$ cat src/rtl/imm_gen_pipe.sv
// imm_gen_pipe: registered immediate generator for the decode stage.
// The immediate is decoded combinationally from the incoming instruction and
// captured into a two-entry elastic buffer (main + skid). The buffer has
// valid/ready handshakes on both sides, and a side-band tag travels with
// each entry.
module imm_gen_pipe #(
  parameter int unsigned XLEN        = 32,
  parameter int unsigned INSTR_WIDTH = 32,
  parameter int unsigned TAG_WIDTH   = 32,
  localparam int unsigned TYPE_W     = 3
) (
  input  logic                   clk,
  input  logic                   rst_n,
  input  logic                   Flush,
  input  logic                   In_Valid,
  output logic                   In_Ready,
  input  logic [INSTR_WIDTH-1:0] Instr,
  input  logic [TYPE_W-1:0]      Imm_Type,
  input  logic [TAG_WIDTH-1:0]   In_Tag,
  output logic                   Out_Valid,
  input  logic                   Out_Ready,
  output logic [XLEN-1:0]        Imm,
  output logic                   Imm_Err,
  output logic [TYPE_W-1:0]      Out_Type,
  output logic [TAG_WIDTH-1:0]   Out_Tag
);

  // Immediate format encodings carried on Imm_Type
  localparam logic [TYPE_W-1:0] T_NONE  = 3'd0;
  localparam logic [TYPE_W-1:0] T_I     = 3'd1;
  localparam logic [TYPE_W-1:0] T_S     = 3'd2;
  localparam logic [TYPE_W-1:0] T_B     = 3'd3;
  localparam logic [TYPE_W-1:0] T_U     = 3'd4;
  localparam logic [TYPE_W-1:0] T_J     = 3'd5;
  localparam logic [TYPE_W-1:0] T_Z     = 3'd6;
  localparam logic [TYPE_W-1:0] T_SHAMT = 3'd7;

  // One buffered entry: everything the output side presents
  typedef struct packed {
    logic [XLEN-1:0]      imm;
    logic                 err;
    logic [TYPE_W-1:0]    typ;
    logic [TAG_WIDTH-1:0] tag;
  } entry_t;

  logic [XLEN-1:0] imm_c;
  logic            err_c;
  entry_t          new_c;

  entry_t main_q, main_d;
  entry_t skid_q, skid_d;
  logic   main_valid_q, main_valid_d;
  logic   skid_valid_q, skid_valid_d;
  logic   in_ready_q, in_ready_d;

  logic   accept_c;
  logic   drain_c;

  // Opcode and any bits above 32 carry no immediate information
  logic unused_instr;
  assign unused_instr = ^Instr;

  // Decode the immediate for the presented instruction
  always_comb begin
    imm_c = '0;
    err_c = 1'b0;
    case (Imm_Type)
      T_NONE: imm_c = '0;
      T_I:    imm_c = XLEN'($signed(Instr[31:20]));
      T_S:    imm_c = XLEN'($signed({Instr[31:25], Instr[11:7]}));
      T_B:    imm_c = XLEN'($signed({Instr[31], Instr[7], Instr[30:25],
                                     Instr[11:8], 1'b0}));
      T_U:    imm_c = XLEN'($signed({Instr[31:12], 12'b0}));
      T_J:    imm_c = XLEN'($signed({Instr[31], Instr[19:12], Instr[20],
                                     Instr[30:21], 1'b0}));
      T_Z:    imm_c = XLEN'(Instr[19:15]);
      T_SHAMT: begin
        if (XLEN == 64) begin
          imm_c = XLEN'(Instr[25:20]);
        end else begin
          // RV32 shifts only have 5 shamt bits; bit 25 set is malformed
          imm_c = XLEN'(Instr[24:20]);
          err_c = Instr[25];
        end
      end
      default: imm_c = '0;
    endcase
  end

  // Pack the decoded result with its echoes for capture
  always_comb begin
    new_c     = '0;
    new_c.imm = imm_c;
    new_c.err = err_c;
    new_c.typ = Imm_Type;
    new_c.tag = In_Tag;
  end

  assign accept_c = In_Valid && in_ready_q;
  assign drain_c  = main_valid_q && Out_Ready;

  // Next buffer state: flush wins, skid refills main, otherwise fill main then skid
  always_comb begin
    main_d       = main_q;
    skid_d       = skid_q;
    main_valid_d = main_valid_q;
    skid_valid_d = skid_valid_q;
    if (Flush) begin
      main_valid_d = 1'b0;
      skid_valid_d = 1'b0;
    end else if (skid_valid_q) begin
      // Input is blocked while skid holds an entry
      if (drain_c) begin
        main_d       = skid_q;
        main_valid_d = 1'b1;
        skid_valid_d = 1'b0;
      end
    end else if (!main_valid_q || drain_c) begin
      main_valid_d = accept_c;
      if (accept_c) begin
        main_d = new_c;
      end
    end else if (accept_c) begin
      skid_d       = new_c;
      skid_valid_d = 1'b1;
    end
    in_ready_d = !skid_valid_d;
  end

  // Buffer registers with synchronous active-low reset
  always_ff @(posedge clk) begin
    if (!rst_n) begin
      main_q       <= '0;
      skid_q       <= '0;
      main_valid_q <= 1'b0;
      skid_valid_q <= 1'b0;
      in_ready_q   <= 1'b0;
    end else begin
      main_q       <= main_d;
      skid_q       <= skid_d;
      main_valid_q <= main_valid_d;
      skid_valid_q <= skid_valid_d;
      in_ready_q   <= in_ready_d;
    end
  end

  assign In_Ready  = in_ready_q;
  assign Out_Valid = main_valid_q;
  assign Imm       = main_q.imm;
  assign Imm_Err   = main_q.err;
  assign Out_Type  = main_q.typ;
  assign Out_Tag   = main_q.tag;

endmodule

$ cat config.mk
export PLATFORM = sky130hd
export DESIGN_NAME = imm_gen_pipe
export DESIGN_NICKNAME = d
export VERILOG_FILES = /design/src/rtl/imm_gen_pipe.sv
export SDC_FILE = /design/constraint.sdc
export NUM_CORES = 1
export LEC_CHECK = 0
export CAP_MARGIN = 25
export CORE_MARGIN = 5
export CORE_UTILIZATION = 43
export CTS_CLUSTER_SIZE = 30
export DETAILED_ROUTE_END_ITERATION = 16
export HOLD_SLACK_MARGIN = 0.1
export MAX_ROUTING_LAYER = met4
export PLACE_DENSITY = 0.73
export SLEW_MARGIN = 20
export SYNTH_ARGS = -nofsm -noshare
export SYNTH_HDL_FRONTEND = slang
export SYNTH_SLANG_ARGS = --single-unit
$ cat constraint.sdc
create_clock -name clk -period 3 [get_ports clk]
set_input_delay 0.45 -clock clk [delete_from_list [all_inputs] [get_ports clk]]
set_output_delay 0.45 -clock clk [all_outputs]
set_load 0.005 [all_outputs]
==> impl_metrics.yaml <==
floorplan:
  placementRows: 43
  fp.coreArea_um2: 13900
  dieHeight_um: 129
  initial_core_util_pct: 44.1
  total_die_area_um2: 16800
  top_level_ports: 142
  die_x_um: 129
critical_path:
  worst_ep_required_time_ns: 3.34
  timing.reg2reg.worst_path_depth: 5
  crit_path_end_kind: "register"
  r2r_slack_ns: 0.68
  startpoint_type: "register"
  timing_worst_setup_path_type: "register to register"
  cp_max_fo: 50
  reg2reg_to: "skid_q[11]"
  critPathArrivalTime_ns: 2.66
  worstReg2RegStart: "skid_valid_q"
yosys:
  compound_cell_area_share_of_the_yosys_netlist_pct: 23.6
  muxShareOfSynthArea_pct: 7.38
  yosysWarningCount: 0
  combined_area_of_all_synthesized_cells_um2: 6140
  syn-instance-count: 692
  synth_seq_area_share_pct: 45.3
  area_fraction_in_and_or_nand_and_nor_cells_after_synthesis_pct: 18.2
  syn_area_per_cell_um2: 8.87
  synthXorXnorAreaFrac_pct: 0
  async_reset_ff_share_pct: 0
  net_count_synth: 764
  netlist-cell-type-count: 46
  synth_top_flop_cell: "sky130_fd_sc_hd__dfxtp_1"
  synth-adder-area-share_pct: 0
  synth_edf_count: 0
  ys_seq_elements: 139
  synth_top_family_by_area: "compound AO/OA/AOI/OAI gates"
timing:
  fin_tns_setup_ns: 0
  timing.final.crit_share_pct: 77.3
  layout_min_cycle_time_ns: 2.32
  worst-slew-pin-transition_ns: 0.653
  max_freq_mhz: 431
  rsz0062_at_grt: "no"
  worst_case_clock_skew_ns: 0.0159
  timing_hold_violations_final: 0
  finalSetupViolCount: 0
  post-route-worst-setup-slack_ns: 0.681
  slew_viol_final: 0
  slew_headroom_pct: 56.4
route:
  finalWirelength_um: 16700
  via_count: 5478
  tritonroute_pass_1_iters: 5
  detail-route-antenna-nets: 0
  route.detailed.vias_per_inst: 5.55
  remaining_drc_errors: 0
  route.detailed.wl_per_inst_um: 16.9
  first_iteration_detailed_routing_drc_count: 443
finish:
  antennaDiodeCount: 0
  final_nets: 866
  nFillCells: 1155
  fraction_of_layout_instances_using_a_drive_strength_above_1_pct: 12.0
  layout.cells.most_common_list: "138 x sky130_fd_sc_hd__dfxtp_1, 133 x sky130_fd_sc_hd__clkdlybuf4s50_1, 128 x sky130_fd_sc_hd__nand2_1"
  mostFrequentLayoutCell: "sky130_fd_sc_hd__dfxtp_1"
  multi_input_comb_area_um2: 3030
  seq_area_um2: 2790
  area_growth_syn_to_fin_pct: 33.0
clock_tree:
  clk_latency_ns: 0.43
  cts_root_buffer: "sky130_fd_sc_hd__clkbuf_16"
  cts-htree-levels: 4
  post_cts_resize_count: 0
  ctsHoldBuffers: 0
  cts_tree: "yes"
  clkSlewWorstSetupHoldPaths_ns: 0.06
  tritoncts_num_sinks: 139
  buffers_inserted_by_post_cts_timing_repair: 0
  cts_inserted_buffers: 17
  clk_path_buf_depth: 2
power:
  report.power.total_mw: 4.58
  internal_power_mw: 3.51
  pwr_density_cell_nw_per_um2: 561
  worst_ir_drop_vdd_v: 0.000352
  share_seq_of_total_power_pct: 41.8
  comb_power_share_pct: 9.9
  netSwitchingPower_mw: 1.07
  swShare_pct: 23.3
  clock_power_share_pct: 48.3
  power.static_leakage_nw: 2.62
global_routing:
  initial_antenna_violation_count: 0
  first_global_vias: 5464
  grtUsageTotal_pct: 20.6
  grt_start_max_net_pins: 64
  global_route_wire_length_before_repair_um: 27000
  global_route.overflow_total: 0
outcome:
  outcome: "completed"
hold_path:
  hold-path-endpoint: "Imm[23]"
  min-delay-start: "Imm[23]"
  hold_path_depth: 2
  hp-class: "register to register"
placement:
  globalplace.congestion: 0.837
  dp.final_hpwl_um: 11100
  port-buffer-count: 134
  placement_setup_slack_ns: 0.460
flow_run:
  drv.max_cap_violation_count: 0
==> synth_stat cells (2+ instances only) <==
| master | number | area, um^2 |
|---|---|---|
| sky130_fd_sc_hd__a211oi_1 | 9 | 67.6 |
| sky130_fd_sc_hd__a211oi_2 | 28 | 350 |
| sky130_fd_sc_hd__a21oi_1 | 68 | 340 |
| sky130_fd_sc_hd__a22o_1 | 4 | 35.0 |
| sky130_fd_sc_hd__a22oi_1 | 6 | 45.0 |
| sky130_fd_sc_hd__a311oi_1 | 2 | 17.5 |
| sky130_fd_sc_hd__a31oi_1 | 3 | 18.8 |
| sky130_fd_sc_hd__a32o_1 | 4 | 40.0 |
| sky130_fd_sc_hd__and2_1 | 2 | 12.5 |
| sky130_fd_sc_hd__and3b_1 | 2 | 17.5 |
| sky130_fd_sc_hd__buf_1 | 3 | 11.3 |
| sky130_fd_sc_hd__buf_2 | 18 | 90.1 |
| sky130_fd_sc_hd__buf_4 | 8 | 60.1 |
| sky130_fd_sc_hd__buf_6 | 3 | 33.8 |
| sky130_fd_sc_hd__clkbuf_1 | 35 | 131 |
| sky130_fd_sc_hd__dfxtp_1 | 139 | 2780 |
| sky130_fd_sc_hd__inv_1 | 3 | 11.3 |
| sky130_fd_sc_hd__mux2_2 | 2 | 22.5 |
| sky130_fd_sc_hd__mux2i_1 | 43 | 430 |
| sky130_fd_sc_hd__nand2_1 | 128 | 480 |
| sky130_fd_sc_hd__nand2b_1 | 19 | 119 |
| sky130_fd_sc_hd__nand3_1 | 15 | 75.1 |
| sky130_fd_sc_hd__nand3b_1 | 11 | 82.6 |
| sky130_fd_sc_hd__nor2_1 | 43 | 161 |
| sky130_fd_sc_hd__nor2b_1 | 5 | 31.3 |
| sky130_fd_sc_hd__nor3_1 | 12 | 60.1 |
| sky130_fd_sc_hd__o2111ai_1 | 11 | 96.3 |
| sky130_fd_sc_hd__o21ai_0 | 18 | 90.1 |
| sky130_fd_sc_hd__o221a_2 | 11 | 124 |
| sky130_fd_sc_hd__o22ai_1 | 14 | 87.6 |
| sky130_fd_sc_hd__o2bb2ai_1 | 8 | 70.1 |
==> through the flow <==
| step | instances | utilization, % | area, um^2 | hold WS [ns] |
|---|---|---|---|---|
| global route | 987 | 58.6 | 8160 | 0.479 |
| detailed placement | 955 | 54.1 | 7540 | 0.446 |
| CTS | 987 | 58.6 | 8160 | 0.453 |
| finish | 987 | 58.6 | 8160 | 0.454 |
| floorplan | 692 | - | 6140 | 0.432 |
| global placement | 955 | 54.1 | 7540 | 0.441 |
==> power by group through the flow <==
stage               Combinational [mW]  Clock (mW)  Sequential (mW)
floorplan                        0.215           0             1.96
global placement                 0.439           0             1.95
detailed placement               0.449           0             1.96
CTS                              0.453        2.24             1.92
global route                     0.490        2.34             1.92
finish                           0.452        2.21             1.92
==> worst max-delay path: stages, from the launching register on <==
cell,delay [ns]
sky130_fd_sc_hd__dfxtp_4,0.75
sky130_fd_sc_hd__nand3b_4,0.30
sky130_fd_sc_hd__or3_2,0.50
sky130_fd_sc_hd__buf_4,0.41
sky130_fd_sc_hd__nand2_1,0.10
sky130_fd_sc_hd__a21oi_1,0.16
==> per-layer routing <==
layer	track usage, %	share of wire, %	up-vias
met1	24.4	42	2626
met3	6.27	6.9	24
met5	-	0	-
met2	33.5	49	164
li1	-	-	2664
met4	7.09	1.6	0
==> how the worst max path moves through the flow <==
stage | from | end | slack (ns) | depth (start not counted)
global placement | In_Valid | skid_q[25] | 0.49 | 6
finish | skid_valid_q | skid_q[11] | 0.68 | 5
global route | skid_valid_q | Imm[21] | 0.50 | 5
CTS | skid_valid_q | skid_q[29] | 0.67 | 5
detailed placement | In_Valid | skid_q[11] | 0.46 | 6
floorplan | Imm_Type[1] | Imm[20] | 1.38 | 7
==> logic make-up (layout without fill, tap and decap cells) <==
logic type | count (synthesis) | after routing
compound gates | 193 | 193
simple gates | 245 | 245
flops | 139 | 139
buf+inv | 70 | 185
mux | 45 | 45
==> registers in the layout, summed over array words and instances, names as in the netlist <==
register and flops:
Imm 32, Imm_Err 1, In_Ready 1, Out_Tag 32, Out_Type 3, Out_Valid 1
skid_q 68, skid_valid_q 1
==> layout make-up <==
type	instances	share of cell area, %
multi-input combinational	483	37.1
timing repair buffer	150	18.1
clock buffer	18	5.26
clock inverter	14	2.41
tap	180	2.76
sequential	139	34.1
inverter	3	0.153
(Power assumes the default switching activity.)
